$ cat src/rtl/parallel_transfer_ctrl_if.sv
// Command/transfer-register bus for parallel_transfer_ctrl.
// master: the requester (front panel / test stimulus); slave: the controller.
interface parallel_transfer_ctrl_if #(
  parameter int WIDTH = 4
);
  logic             cmd_valid;
  logic [1:0]       cmd;
  logic [WIDTH-1:0] data_in;
  logic             cmd_ready;
  logic             busy;
  logic             done;
  logic             err;
  logic [WIDTH-1:0] a;
  logic [WIDTH-1:0] b;

  modport master (
    output cmd_valid, cmd, data_in,
    input  cmd_ready, busy, done, err, a, b
  );

  modport slave (
    input  cmd_valid, cmd, data_in,
    output cmd_ready, busy, done, err, a, b
  );
endinterface

$ cat src/rtl/parallel_transfer_ctrl.sv
// parallel_transfer_ctrl: command-driven sequencer owning transfer registers a and b.
// One command at a time is accepted over cmd_valid/cmd_ready and applied as a
// fixed-latency move: LOAD_A, A_TO_B, SWAP or CLEAR, acknowledged by done/err.
// Build option: define PDT_SWAP_EN to implement SWAP (SWP1/SWP2 states and tmp).
// Without it, SWAP is still accepted but answered with an err pulse.
module parallel_transfer_ctrl #(
  parameter int WIDTH = 4
) (
  input  logic                     i_clk,
  input  logic                     i_rst,
  parallel_transfer_ctrl_if.slave  bus
);

  localparam logic [1:0] OP_LOAD_A = 2'b00;
  localparam logic [1:0] OP_A_TO_B = 2'b01;
  localparam logic [1:0] OP_SWAP   = 2'b10;
  localparam logic [1:0] OP_CLEAR  = 2'b11;

  typedef enum logic [2:0] {
    ST_IDLE = 3'd0,
    ST_EXEC = 3'd1,
`ifdef PDT_SWAP_EN
    ST_SWP1 = 3'd2,
    ST_SWP2 = 3'd3,
`endif
    ST_FIN  = 3'd4,
    ST_ERR  = 3'd5
  } state_t;

  state_t           r_state;
  state_t           w_state_nxt;
  logic [1:0]       r_cmd_q;
  logic [WIDTH-1:0] r_data_q;
  logic [WIDTH-1:0] r_a;
  logic [WIDTH-1:0] r_b;
`ifdef PDT_SWAP_EN
  logic [WIDTH-1:0] r_tmp;
`endif

  logic w_ready;
  logic w_accept;

  // Ready only in IDLE, and never while reset is asserted.
  assign w_ready  = (r_state == ST_IDLE) && !i_rst;
  assign w_accept = bus.cmd_valid && w_ready;

  // State register.
  always_ff @(posedge i_clk) begin
    if (i_rst) begin
      r_state <= ST_IDLE;
    end else begin
      r_state <= w_state_nxt;
    end
  end

  // Next-state decode. Unsupported opcodes pass through EXEC so that err
  // lands on the same cycle a done would for a single-cycle command.
  always_comb begin
    w_state_nxt = r_state;
    case (r_state)
      ST_IDLE: begin
        if (w_accept) begin
`ifdef PDT_SWAP_EN
          if (bus.cmd == OP_SWAP) begin
            w_state_nxt = ST_SWP1;
          end else begin
            w_state_nxt = ST_EXEC;
          end
`else
          w_state_nxt = ST_EXEC;
`endif
        end else begin
          w_state_nxt = ST_IDLE;
        end
      end
      ST_EXEC: begin
        if (r_cmd_q == OP_SWAP) begin
          w_state_nxt = ST_ERR;
        end else begin
          w_state_nxt = ST_FIN;
        end
      end
`ifdef PDT_SWAP_EN
      ST_SWP1: w_state_nxt = ST_SWP2;
      ST_SWP2: w_state_nxt = ST_FIN;
`endif
      ST_FIN:  w_state_nxt = ST_IDLE;
      ST_ERR:  w_state_nxt = ST_IDLE;
      default: w_state_nxt = ST_IDLE;
    endcase
  end

  // Command capture and transfer-register moves; reset discards any partial swap.
  always_ff @(posedge i_clk) begin
    if (i_rst) begin
      r_cmd_q  <= 2'b00;
      r_data_q <= {WIDTH{1'b0}};
      r_a      <= {WIDTH{1'b0}};
      r_b      <= {WIDTH{1'b0}};
`ifdef PDT_SWAP_EN
      r_tmp    <= {WIDTH{1'b0}};
`endif
    end else begin
      if (w_accept) begin
        r_cmd_q  <= bus.cmd;
        r_data_q <= bus.data_in;
      end
      case (r_state)
        ST_EXEC: begin
          case (r_cmd_q)
            OP_LOAD_A: r_a <= r_data_q;
            OP_A_TO_B: r_b <= r_a;
            OP_CLEAR: begin
              r_a <= {WIDTH{1'b0}};
              r_b <= {WIDTH{1'b0}};
            end
            default: begin
              r_a <= r_a;
              r_b <= r_b;
            end
          endcase
        end
`ifdef PDT_SWAP_EN
        ST_SWP1: begin
          r_tmp <= r_a;
          r_a   <= r_b;
        end
        ST_SWP2: begin
          r_b <= r_tmp;
        end
`endif
        default: begin
          r_a <= r_a;
          r_b <= r_b;
        end
      endcase
    end
  end

  // Status outputs decode directly from the state register.
  assign bus.cmd_ready = w_ready;
  assign bus.busy      = (r_state != ST_IDLE);
  assign bus.done      = (r_state == ST_FIN);
  assign bus.err       = (r_state == ST_ERR);
  assign bus.a         = r_a;
  assign bus.b         = r_b;

endmodule

$ cat src/flat_wrapper.sv
// flat-port wrapper written by rule: the top's interface ports become plain ports
module parallel_transfer_ctrl_flat 
#(
  parameter int WIDTH = 4
)
  (i_clk, i_rst, bus_cmd_valid, bus_cmd, bus_data_in, bus_cmd_ready, bus_busy, bus_done, bus_err, bus_a, bus_b);
  parallel_transfer_ctrl_if #(.WIDTH(WIDTH)) bus_i ();
  input  logic i_clk;
  input  logic i_rst;
  input wire logic [$bits(bus_i.cmd_valid)-1:0] bus_cmd_valid;
  input wire logic [$bits(bus_i.cmd)-1:0] bus_cmd;
  input wire logic [$bits(bus_i.data_in)-1:0] bus_data_in;
  output wire logic [$bits(bus_i.cmd_ready)-1:0] bus_cmd_ready;
  output wire logic [$bits(bus_i.busy)-1:0] bus_busy;
  output wire logic [$bits(bus_i.done)-1:0] bus_done;
  output wire logic [$bits(bus_i.err)-1:0] bus_err;
  output wire logic [$bits(bus_i.a)-1:0] bus_a;
  output wire logic [$bits(bus_i.b)-1:0] bus_b;
  assign bus_i.cmd_valid = bus_cmd_valid;
  assign bus_i.cmd = bus_cmd;
  assign bus_i.data_in = bus_data_in;
  assign bus_cmd_ready = bus_i.cmd_ready;
  assign bus_busy = bus_i.busy;
  assign bus_done = bus_i.done;
  assign bus_err = bus_i.err;
  assign bus_a = bus_i.a;
  assign bus_b = bus_i.b;
  parallel_transfer_ctrl #(.WIDTH(WIDTH)) u_core (.i_clk(i_clk), .i_rst(i_rst), .bus(bus_i));
endmodule
$ cat config.mk
export PLATFORM = sky130hd
export DESIGN_NAME = parallel_transfer_ctrl_flat
export DESIGN_NICKNAME = d
export VERILOG_FILES = /design/src/rtl/parallel_transfer_ctrl_if.sv /design/src/rtl/parallel_transfer_ctrl.sv /design/src/flat_wrapper.sv
export SDC_FILE = /design/constraint.sdc
export NUM_CORES = 1
export LEC_CHECK = 0
export CORE_MARGIN = 4
export CORE_UTILIZATION = 44
export DETAILED_ROUTE_END_ITERATION = 6
export GPL_ROUTABILITY_DRIVEN = 0
export PLACE_DENSITY = 0.73
export SLEW_MARGIN = 25
export SYNTH_ARGS = -nofsm -noshare
export SYNTH_HDL_FRONTEND = slang
export SYNTH_SLANG_ARGS = --single-unit
$ cat constraint.sdc
create_clock -name i_clk -period 1.4 [get_ports i_clk]
set_input_delay 0.14 -clock i_clk [delete_from_list [all_inputs] [get_ports i_clk]]
set_output_delay 0.14 -clock i_clk [all_outputs]
set_load 0.02 [all_outputs]
; ---- Yosys cells after proc, flatten, opt, wreduce, memory -nomap -nowiden
; Index checks and enable logic that the tools add are counted.
[word_totals]
rom_bits = 0
ramBits = 0
in_bits = 9
word_cells = 26
reg_bits = 17
mem_count = 0
latchBits = 0
output_inout_bits = 12
[classes]
addsub = 0
shift = 0
mux = 5
multipliers = 0
n_div = 0
bitwise_logic = 0
reduce_logical = 10
order_cmp = 0
n_eq_ne = 6
[ops]
columns = op, n
row1 = 4-bit case mux with 2 select lines, 2
row2 = 3-bit == test (second input constant), 2
row3 = 3-bit case mux with 2 select lines, 1
row4 = 2-bit == test (second input constant), 2
row5 = 2-bit AND reduction, 2
row6 = 2-bit nonzero test, 2
row7 = 3-bit by 1-bit == test with 1-bit output (second input constant), 1
row8 = 3-bit logical NOT, 1
row9 = 3-bit nonzero test, 1
row10 = 2-bit by 1-bit == test with 1-bit output (second input constant), 1
row11 = 1-bit logical AND, 2
row12 = 2-bit logical NOT, 1
row13 = 1-bit 2-to-1 mux, 2
row14 = 1-bit logical NOT, 1

; ---- Longest topological paths before layout
[depth]
ltp_word = 5
mapped_depth = 5
ltp_nobuf = 5

; ---- Worst setup path before layout
; No wires, ideal clock.
[synth_timing]
path_type = register to output
start = register u_core.r_state[0]
end = output bus_cmd_ready
arrival_ps = 1040
n_path_buf = 0
path_slack_ps = 220
stages_incl_launch_ff = 3
t_required_ps = 1260
path_cell_list = dfxtp_1 > or2_2 > nor2_1
[synth_via]
elab_chain_len = 2
[synth_rtl]
columns = item, line
row1 = "start, declared", parallel_transfer_ctrl.sv:30  ; state_t r_state;
row2 = "start signal, assigned", parallel_transfer_ctrl.sv:52  ; r_state <= w_state_nxt;
row3 = 3-bit logical NOT, parallel_transfer_ctrl.sv:44  ; assign w_ready = (r_state == ST_IDLE) && !i_rst;
row4 = 1-bit logical AND, parallel_transfer_ctrl.sv:44
row5 = "end, declared", flat_wrapper.sv:13  ; output wire logic [$bits(bus_i.cmd_ready)-1:0] bus_cmd_ready;
; Every way passes these cells.

; ---- Final worst setup path
[layout_timing]
start = register u_core.r_state[0]
end = output bus_busy
[layout_via]
elab_chain_len = 1
[layout_rtl]
columns = item, line
row1 = 3-bit nonzero test, parallel_transfer_ctrl.sv:142  ; assign bus.busy = (r_state != ST_IDLE);
row2 = "end, declared", flat_wrapper.sv:14  ; output wire logic [$bits(bus_i.busy)-1:0] bus_busy;
; Every way passes these cells.

==> flow_summary_export.csv <==
group,metric,value,unit
outcome,status,"finished clean",
final_layout,seqCellArea,320,um2
route,drt_iter0_markers,8,
cts,cts_made_buffers,3,
global_route,grt_pass1_vias,518,
global_route,antenna_found_initial,0,
power_and_ir_drop,p_int,0.701,mW
synth,ys_ff_latch,16,
sta,slew-limit-headroom,0.827,
final_layout,n_antenna_cell,0,
sta,finalCritPeriodShare,0.958,
run,cap_violations,0,
floorplanning,core_area,1380,um2
global_route,track_usage,0.154,
sta,rsz0062_at_grt,"no",
power_and_ir_drop,pwr-share-clk,0.332,
final_layout,drive_gt1_frac,0.146,
cts,postCtsSetupRepairBufs,0,
worst_hold_path,holdPathEnd,"u_core.r_cmd_q[1]$_SDFFE_PP0P_",
placement,postPlaceCellArea,918,um2
synth,synth_nets,82,
power_and_ir_drop,ir_drop,715,uV
synth,synth_area_per_cell,9.80,um2
route,routedWlPerCell,13.9,um
critical_path,cp.required,1260,ps
sta,min_period,1340,ps
final_layout,area_growth,37.8,%
synth,synth-warning-count,0,
floorplanning,io_pins,21,
power_and_ir_drop,switchingPower,0.237,mW
cts,cts_tree,"yes",
route,wl,1.54,mm
critical_path,worstRegToRegCells,4,
sta,setup_tns,0,ps
critical_path,cp-start-kind,"flip-flop",
sta,drv_slew,0,
worst_hold_path,min_path_cells,3,
critical_path,worst-path-buf-inv,1,
critical_path,cpPeakStageDelay,320,ps
critical_path,cp_max_fo,2,
worst_hold_path,min_from,"bus_cmd[1]",
final_layout,multi_input_area,342,um2
floorplanning,initial_core_util,0.496,
cts,insertion_delay,290,ps
floorplanning,die_h,47.5,um
synth,netlist_instances,70,
critical_path,worstPathCellList,"or2_2, clkdlybuf4s15_1",
final_layout,postLayoutCellArea,945,um2
route,drc,0,
floorplanning,fp.dieW,47.5,um
route,dr.pass1.iters,4,
global_route,overflow,0,
critical_path,crit_type,"flip-flop to output port",
power_and_ir_drop,p_sw_frac,0.253,
synth,netlist_area,686,um2
global_route,grt_pass1_wl,2.30,mm
synth,yosysSeqAreaShare,0.467,
sta,whs,393,ps
placement,dp_hpwl,1.11,mm
sta,fmax,745,MHz
floorplanning,rows,13,
global_route,grt_max_degree,17,
cts,ctsRootBufferMaster,"clkbuf_4",
critical_path,reg2reg_from,"u_core.r_cmd_q[0]$_SDFFE_PP0P_",
cts,clk_pin_slew,100,ps
critical_path,critical_path.top_delay_family,"flip-flops",
route,viasPerCell,5.18,
worst_hold_path,hold_class,"input port to flip-flop",
cts,h-tree-depth,1,
final_layout,nets,109,
critical_path,cp.arrival,1200,ps
power_and_ir_drop,p_comb_frac,0.151,
sta,finalClockSkew,4.77,ps
floorplanning,die-area,2250,um2
final_layout,n_fill_cell,124,
sta,worst_pin_slew,260,ps
placement,numPortBuffers,20,
power_and_ir_drop,powerDensity,993,nW/um2
route,ant_nets,0,
route,vias,575,
synth,ys_types,20,
cts,clkSinkCount,16,
critical_path,worst_path_max_delay_cell,"dfxtp_1",
sta,finalHoldViolations,0,
cts,cts_buffer_depth,2,
power_and_ir_drop,p_leak,0.459,nW
critical_path,worstSetupEndpointType,"output port",
critical_path,r2r_slack,110,ps
power_and_ir_drop,p_seq_frac,0.517,
critical_path,r2r_end,"u_core.bus.a[2]$_SDFFE_PP0P_",
sta,setup_viol,0,
==> cell families after synthesis <==
kind of cell | Yosys count | share of synthesized area
simple gates | 28 | 0.279
compound gates | 19 | 0.164
flops | 16 | 0.467
buf+inv | 4 | 0.0347
fa+ha+maj | 3 | 0.0548
==> worst max path at each step <==
| stage | startpoint | endpoint | slack (ps) | depth (start not counted) |
|---|---|---|---|---|
| 6_report | u_core.r_state[0]$_SDFF_PP0_ | bus_busy | 60 | 2 |
| 5_1_grt | u_core.r_state[0]$_SDFF_PP0_ | bus_busy | 8 | 2 |
| 4_1_cts | u_core.r_state[2]$_SDFF_PP0_ | bus_done | 1 | 3 |
| 3_5_place_dp | i_rst | bus_cmd_ready | -50 | 3 |
| 3_3_place_gp | i_rst | bus_cmd_ready | -50 | 3 |
| 2_1_floorplan | u_core.r_state[0]$_SDFF_PP0_ | bus_cmd_ready | 220 | 2 |
==> registers in the layout, indices dropped and copies added, names as in the netlist <==
register         cells
u_core.bus.a         4
u_core.bus.b         4
u_core.r_cmd_q       2
u_core.r_data_q      4
u_core.r_state       2
==> layout make-up <==
| class | instances | share of cell area |
|---|---|---|
| Inverter | 2 | 0.00795 |
| Multi-Input combinational cell | 50 | 0.362 |
| Clock buffer | 4 | 0.0384 |
| Sequential cell | 16 | 0.339 |
| Timing Repair Buffer | 24 | 0.233 |
| Tap cell | 15 | 0.0199 |
==> cell usage after synthesis <==
| cell | instances | area [um2] |
|---|---|---|
| inv_1 | 2 | 7.51 |
| and2b_1 | 1 | 7.51 |
| nand2b_1 | 5 | 31.3 |
| nor2_1 | 3 | 11.3 |
| nand2_1 | 6 | 22.5 |
| nand3b_1 | 4 | 30.0 |
| nor4b_4 | 1 | 23.8 |
| buf_6 | 1 | 11.3 |
| buf_2 | 1 | 5.00 |
| nand3b_2 | 1 | 11.3 |
| dfxtp_1 | 16 | 320 |
| and2_1 | 1 | 6.26 |
| ha_1 | 3 | 37.5 |
| o21ai_0 | 8 | 40.0 |
| o31ai_1 | 6 | 45.0 |
| nand4b_1 | 4 | 35.0 |
| a21oi_1 | 4 | 20.0 |
| or2_2 | 1 | 6.26 |
| nor2b_1 | 1 | 6.26 |
| a21o_1 | 1 | 7.51 |
==> worst register-to-register path, cell delays in order (launching register included) <==
cell and delay [ps]:
dfxtp_1 380, inv_1 70, ha_1 300, nand3b_2 170, o31ai_1 290
==> power groups by stage <==
stage	Sequential [mW]	Combinational [mW]	Clock, mW
global route	0.488	0.154	0.349
detailed placement	0.496	0.149	0
finish	0.485	0.141	0.311
global placement	0.495	0.147	0
CTS	0.486	0.142	0.322
floorplan	0.502	0.0755	0
==> placed cells by master, fill, tap and decap left out <==
cell type        Yosys  routed
o21ai_0              8       8
buf_2                1       1
dlymetal6s2s_1       0       4
nor2_1               3       3
buf_4                0       4
nor4b_4              1       1
dlygate4sd2_1        0       4
nand3b_1             4       4
nand2_1              6       6
dfxtp_1             16      16
clkdlybuf4s50_1      0       8
and2b_1              1       1
clkbuf_8             0       1
and2_1               1       1
clkdlybuf4s15_1      0       1
nand2b_1             5       5
nor2b_1              1       1
clkbuf_4             0       3
or2_2                1       1
nand4b_1             4       4
a21oi_1              4       4
o31ai_1              6       6
ha_1                 3       3
nand3b_2             1       1
a21o_1               1       1
inv_1                2       2
clkbuf_2             0       2
==> what timing repair did <==
item                                    in CTS  in global routing
resized for setup                           12                  8
endpoints found under the setup margin       8                  7
hold buffers                                 0                  0
==> per-stage QoR <==
stage	setup WS (ps)	instances	total power [mW]	util
after floorplan	220	70	0.577	-
after global placement	-45.9	107	0.642	0.664
after detailed placement	-46.7	107	0.645	0.664
after CTS	1.03	111	0.950	0.681
after global routing	8.48	111	0.991	0.683
final	58.3	111	0.938	0.683
==> layer usage <==
layer / wire length, um / share of wire / global-route usage / vias to the layer above
met3: 78 / 0.051 / 0.0338 / 4
li1: - / - / - / 299
met1: 656 / 0.43 / 0.183 / 260
met2: 775 / 0.50 / 0.241 / 12
met4: 29 / 0.019 / 0.116 / 0
met5: 0 / 0 / 0 / -
No activity file was read; power rests on OpenSTA's default activity.
==> patch 1, RTL diff (same flow settings) <==
`WIDTH` is set to 4 in 3 places; all go to 6.
--- a/src/rtl/parallel_transfer_ctrl_if.sv
+++ b/src/rtl/parallel_transfer_ctrl_if.sv
@@ -3,3 +3,3 @@
 interface parallel_transfer_ctrl_if #(
-  parameter int WIDTH = 4
+  parameter int WIDTH = 6
 );
--- a/src/rtl/parallel_transfer_ctrl.sv
+++ b/src/rtl/parallel_transfer_ctrl.sv
@@ -6,3 +6,3 @@
 module parallel_transfer_ctrl #(
-  parameter int WIDTH = 4
+  parameter int WIDTH = 6
 ) (
--- a/src/flat_wrapper.sv
+++ b/src/flat_wrapper.sv
@@ -3,3 +3,3 @@
 #(
-  parameter int WIDTH = 4
+  parameter int WIDTH = 6
 )
Interface: changed (resized bus_a, bus_b and bus_data_in); port bits go from 21 to 27. The function was not compared with the original's and may differ.
==> patch 1 against the unedited design <==
Area after synthesis is 34% higher. Worst setup slack better by 0.023 ns. Sequential cell count is 6 higher. Register-to-register slack better by 0.04 ns. Total power is 27% higher. Die area is 28% higher. Routed wire length is 19% higher. Final area is 33% higher. Critical endpoint is now bus_cmd_ready. Largest power group unchanged. Highest routed layer unchanged.
==> patch 1: results (changes against the unedited design) <==
Layout
  • Nets: 143 (+31%)
  • Post-route non-filler standard cell count: 155 (+40%)
  • Fraction of final layout cells sized beyond drive strength 1: 18.0% (+3.4 points)

Min path
  • Sink of the worst hold path: u_core.r_data_q[0]$_SDFFE_PP0P_
  • Start point of the worst min-delay path: bus_data_in[0]

Setup path
  • Category of cells accounting for the largest share of critical-path delay: simple AND/OR/NAND/NOR gates
  • Worst r2r path cells: 5 (+1)
  • Crit path to: bus_cmd_ready
  • Reg-to-reg slack, setup: 0.15 ns (+0.04 ns)
  • Data arrival time at the worst-slack endpoint: 1.18 ns (-0.02 ns)
  • Crit path launch: u_core.r_state[0]$_SDFF_PP0_

Detailed routing
  • DRT iter0 DRCs: 5 (-3)
  • First-pass DRT Iterations: 3 (-1)
  • Total wire length: 1.83 mm (+19%)
  • Via count normalized by instance count: 4.95 (-4.5%)

Logic synthesis
  • Syn avg cell area: 9.67 sq um (-1.3%)
  • Ranking of synthesized cells by instance count: 22 x sky130_fd_sc_hd__dfxtp_1, 12 x sky130_fd_sc_hd__o21ai_0, 8 x sky130_fd_sc_hd__nand2_1, 8 x sky130_fd_sc_hd__o31ai_1, 7 x sky130_fd_sc_hd__nand3b_1
  • Sequential share of the synthesized area: 48.0% (+1.2 points)
  • Unique cell type count in the Yosys netlist: 21 (+5.0%)
  • Dominant cells by area after synthesis: sky130_fd_sc_hd__dfxtp_1 48%, sky130_fd_sc_hd__o21ai_0 6.5%, sky130_fd_sc_hd__o31ai_1 6.5%
  • Flip-flop cell with the highest count after synthesis: sky130_fd_sc_hd__dfxtp_1
  • Mapped Nets: 109 (+33%)

CTS
  • Post-CTS setup buffer count: 0 (unchanged)
  • Worst-path clk slew: 0.12 ns (+0.02 ns)
  • CTS Buffer Depth: 2 (unchanged)
  • Clock Latency Late Sink: 0.31 ns (+0.02 ns)

Global routing
  • Met2 Resource Use GR: 25.6% (+1.5 points)
  • Global-route usage over all layers: 15.1% (-0.29 points)
  • GRT met1 Usage: 17.2% (-1.1 points)
  • Global routing usage on met3: 2.49% (-0.89 points)
  • Global-route wire length before repair: 3.08 mm (+34%)
  • Via count of the first global-routing pass: 739 (+43%)
  • Pin count of the biggest net entering global routing: 18 (+1)

Power
  • Leakage power: 0.534 nW (+16%)
  • Power per standard cell area: 944 nW/um^2 (-5.0%)
  • Max IR drop VDD: 0.613 mV (-14%)
  • Power Internal: 0.901 mW (+29%)
  • Share of total power in sequential cells: 55.9% (+4.2 points)

Timing
  • Max Clock Skew: 0.00605 ns (+0.00128 ns)
  • Worst hold margin: 0.378 ns (-0.0144 ns)
  • Fin crit period: 1.32 ns (-0.0234 ns)
  • Slew at the pin with the worst max-slew slack: 0.363 ns (+0.103 ns)

Place
  • Estimated wirelength of the detail-placed design: 1.44 mm (+30%)
  • Buffers on Ports: 26 (+30%)
  • Post-place instance area: 1250 sq um (+37%)
  • Cell total after placement: 151 (+41%)
  • Worst setup slack before clock tree synthesis: -0.101 ns (-0.0542 ns)

Run status
  • Run status: finished clean
-- patch 1: cell types whose count changed after synthesis, moves of 2 or more --
cell and change:
sky130_fd_sc_hd__nand3b_1 +3, sky130_fd_sc_hd__dfxtp_1 +6, sky130_fd_sc_hd__nand4b_1 +2, sky130_fd_sc_hd__buf_2 +2, sky130_fd_sc_hd__nand2_1 +2, sky130_fd_sc_hd__a21oi_1 +2, sky130_fd_sc_hd__o21ai_0 +4, sky130_fd_sc_hd__o31ai_1 +2
-- patch 1: final cells by class --
class | instances | area [sq um]
fillers | 193 | 722
multi-input cells | 66 | 443
flip-flops and latches | 22 | 442
well taps | 27 | 33.8
clock buffers | 4 | 36.3
inverters | 2 | 7.51
repair buffers | 34 | 298
-- patch 1: metal layers --
layer	wire length (um)	vias up	part of all wire, %
met5	0	-	0
met4	48	0	2.6
met3	86	5	4.7
met2	881	17	48
met1	817	339	45
li1	-	406	-
-- patch 1: logic make-up (layout without fill, tap and decap cells) --
group	count (synthesis)	after routing	synth area share, %
buffers and inverters	7	40	4.09
and+or+nand+nor	36	36	26.6
AOI/OAI and AO/OA	27	27	17.3
DFF	22	22	48.0
adders and majority gates	3	3	4.09
-- patch 1: timing repair --
action,in CTS,in global routing
resized for setup,25,4
hold buffers,0,0
endpoints found under the setup margin,16,9
-- patch 1: worst register-to-register path, cell delays in order (launching register included) --
cell	delay [ns]
sky130_fd_sc_hd__dfxtp_2	0.36
sky130_fd_sc_hd__inv_1	0.06
sky130_fd_sc_hd__ha_1	0.28
sky130_fd_sc_hd__nand3b_1	0.08
sky130_fd_sc_hd__buf_4	0.18
sky130_fd_sc_hd__o31ai_1	0.21
==> patch 2, RTL diff (same settings) <==
Without the edit above. Encoding of `state_t`: now one-hot (4 bits for 4 states).
--- a/src/rtl/parallel_transfer_ctrl.sv
+++ b/src/rtl/parallel_transfer_ctrl.sv
@@ -18,5 +18,5 @@
 
-  typedef enum logic [2:0] {
-    ST_IDLE = 3'd0,
-    ST_EXEC = 3'd1,
+  typedef enum logic [3:0] {
+    ST_IDLE = 4'b0001,
+    ST_EXEC = 4'b0010,
 `ifdef PDT_SWAP_EN
@@ -25,4 +25,4 @@
 `endif
-    ST_FIN  = 3'd4,
-    ST_ERR  = 3'd5
+    ST_FIN  = 4'b0100,
+    ST_ERR  = 4'b1000
   } state_t;
Behaviour: no difference found for any inputs over 10 cycles, from zero or initial values and one cycle with i_rst high; not proved beyond that.
==> patch 2 against the unedited design <==
The run now ends with negative setup slack left. Sequential cell count rose by 2. First-iteration DRC count is 100% lower. Worst hold slack better by 0.00069 ns. Routed wire length up 21%. Clock power up 6.8%. Worst setup slack worse by 0.28 ns. Clock skew about the same. Final area increased by 34%. Via count increased by 27%. Total power grew 12%. Area after synthesis grew 17%.
==> patch 2: results (changes against the unedited design) <==
Timing
  • Max-slew headroom at the worst pin: 72.5% (-10 points)
  • Max Clock Skew: 0.00432 ns (-0.000451 ns)
  • Final number of setup-violating endpoints: 10 (+10)
  • Worst hold margin: 0.393 ns (+0.000689 ns)
  • Final worst-path setup slack: -0.220 ns (-0.278 ns)

Logic synthesis
  • Sequential share of the synthesized area: 45.1% (-1.6 points)
  • Unique cell type count in the Yosys netlist: 25 (+25%)
  • Seq cells post-synth: 18 (+2)
  • Post-synthesis mux area share: 1.41% (+1.4 points)
  • Mapped Nets: 93 (+13%)
  • Ranking of synthesized cells by instance count: 18 x sky130_fd_sc_hd__dfxtp_1, 12 x sky130_fd_sc_hd__o21ai_0, 5 x sky130_fd_sc_hd__nand3_1, 5 x sky130_fd_sc_hd__nand4b_1
  • Dominant cells by area after synthesis: sky130_fd_sc_hd__dfxtp_1 45%, sky130_fd_sc_hd__o21ai_0 7.5%, sky130_fd_sc_hd__nand4b_1 5.5%

Setup path
  • Delay contributed by the slowest stage of the critical path: 0.52 ns (+0.20 ns)
  • Category of cells accounting for the largest share of critical-path delay: simple AND/OR/NAND/NOR gates
  • Crit path capture type: flip-flop
  • Maximum fanout along the worst path: 4 (+2)

Global routing
  • Via count of the first global-routing pass: 737 (+42%)
  • Met2 Resource Use GR: 31.7% (+7.7 points)
  • Pin count of the biggest net entering global routing: 11 (-6)
  • Global-route wire length before repair: 3.17 mm (+37%)
  • Global-route usage over all layers: 16.4% (+0.98 points)
  • Global routing usage on met3: 2.67% (-0.71 points)

Detailed routing
  • First-pass DRT Iterations: 1 (-3)
  • Wl on met1: 752 um (+15%)
  • Total length of routed met2 wires: 975 um (+26%)
  • Total number of vias: 729 (+27%)
  • DRT iter0 DRCs: 0 (-8)

Power
  • Share of total power consumed by net switching: 24.9% (-0.43 points)
  • Leakage power: 0.577 nW (+26%)
  • Max IR drop VDD: 0.656 mV (-8.2%)

Layout
  • Multi-input gate share of total cell area: 37.8% (+1.6 points)
  • Nets: 132 (+21%)
  • Fill cell total of the finished layout: 141 (+14%)
  • Repair and plain buffers: 37 (+54%)
  • Fraction of final layout cells sized beyond drive strength 1: 40.3% (+26 points)
  • ClkCell Share: 2.87% (-0.97 points)
  • Number of combinational gates with multiple inputs: 58 (+16%)
  • Non-clk buf share: 27.4% (+4.0 points)

Min path
  • Start point of the worst min-delay path: bus_data_in[0]

Run status
  • Violated checks: negative setup slack
  • Run status: complete, but fails checks

Place
  • Worst setup slack before clock tree synthesis: -0.371 ns (-0.324 ns)
  • Estimated wirelength of the detail-placed design: 1.35 mm (+22%)

CTS
  • Cts repair resizes: 40 (+28)
patch 2: cell types whose count changed after synthesis, sizes merged, moves of 3 or more:
cell	change
nand2	-5
nand3	+5
nand3b	-5
or4b	+5
o21ai	+4
o31ai	-4
or2b	+3
patch 2: through the flow:
stage / utilization (%) / setup TNS (ns) / cell area [sq um] / cells
after floorplan: - / -0.240 / 802 / 81
after global placement: 64.7 / -2.94 / 1120 / 136
after detailed placement: 64.7 / -3.28 / 1120 / 136
after CTS: 69.6 / -0.969 / 1200 / 143
after global routing: 73.1 / -2.12 / 1260 / 144
final: 73.1 / -1.35 / 1260 / 144
patch 2: power groups by stage:
stage	combinational [mW]	clock [mW]	sequential [mW]
floorplan	0.0787	0	0.553
global placement	0.155	0	0.551
detailed placement	0.160	0	0.551
CTS	0.171	0.336	0.540
global route	0.197	0.358	0.543
finish	0.182	0.332	0.541
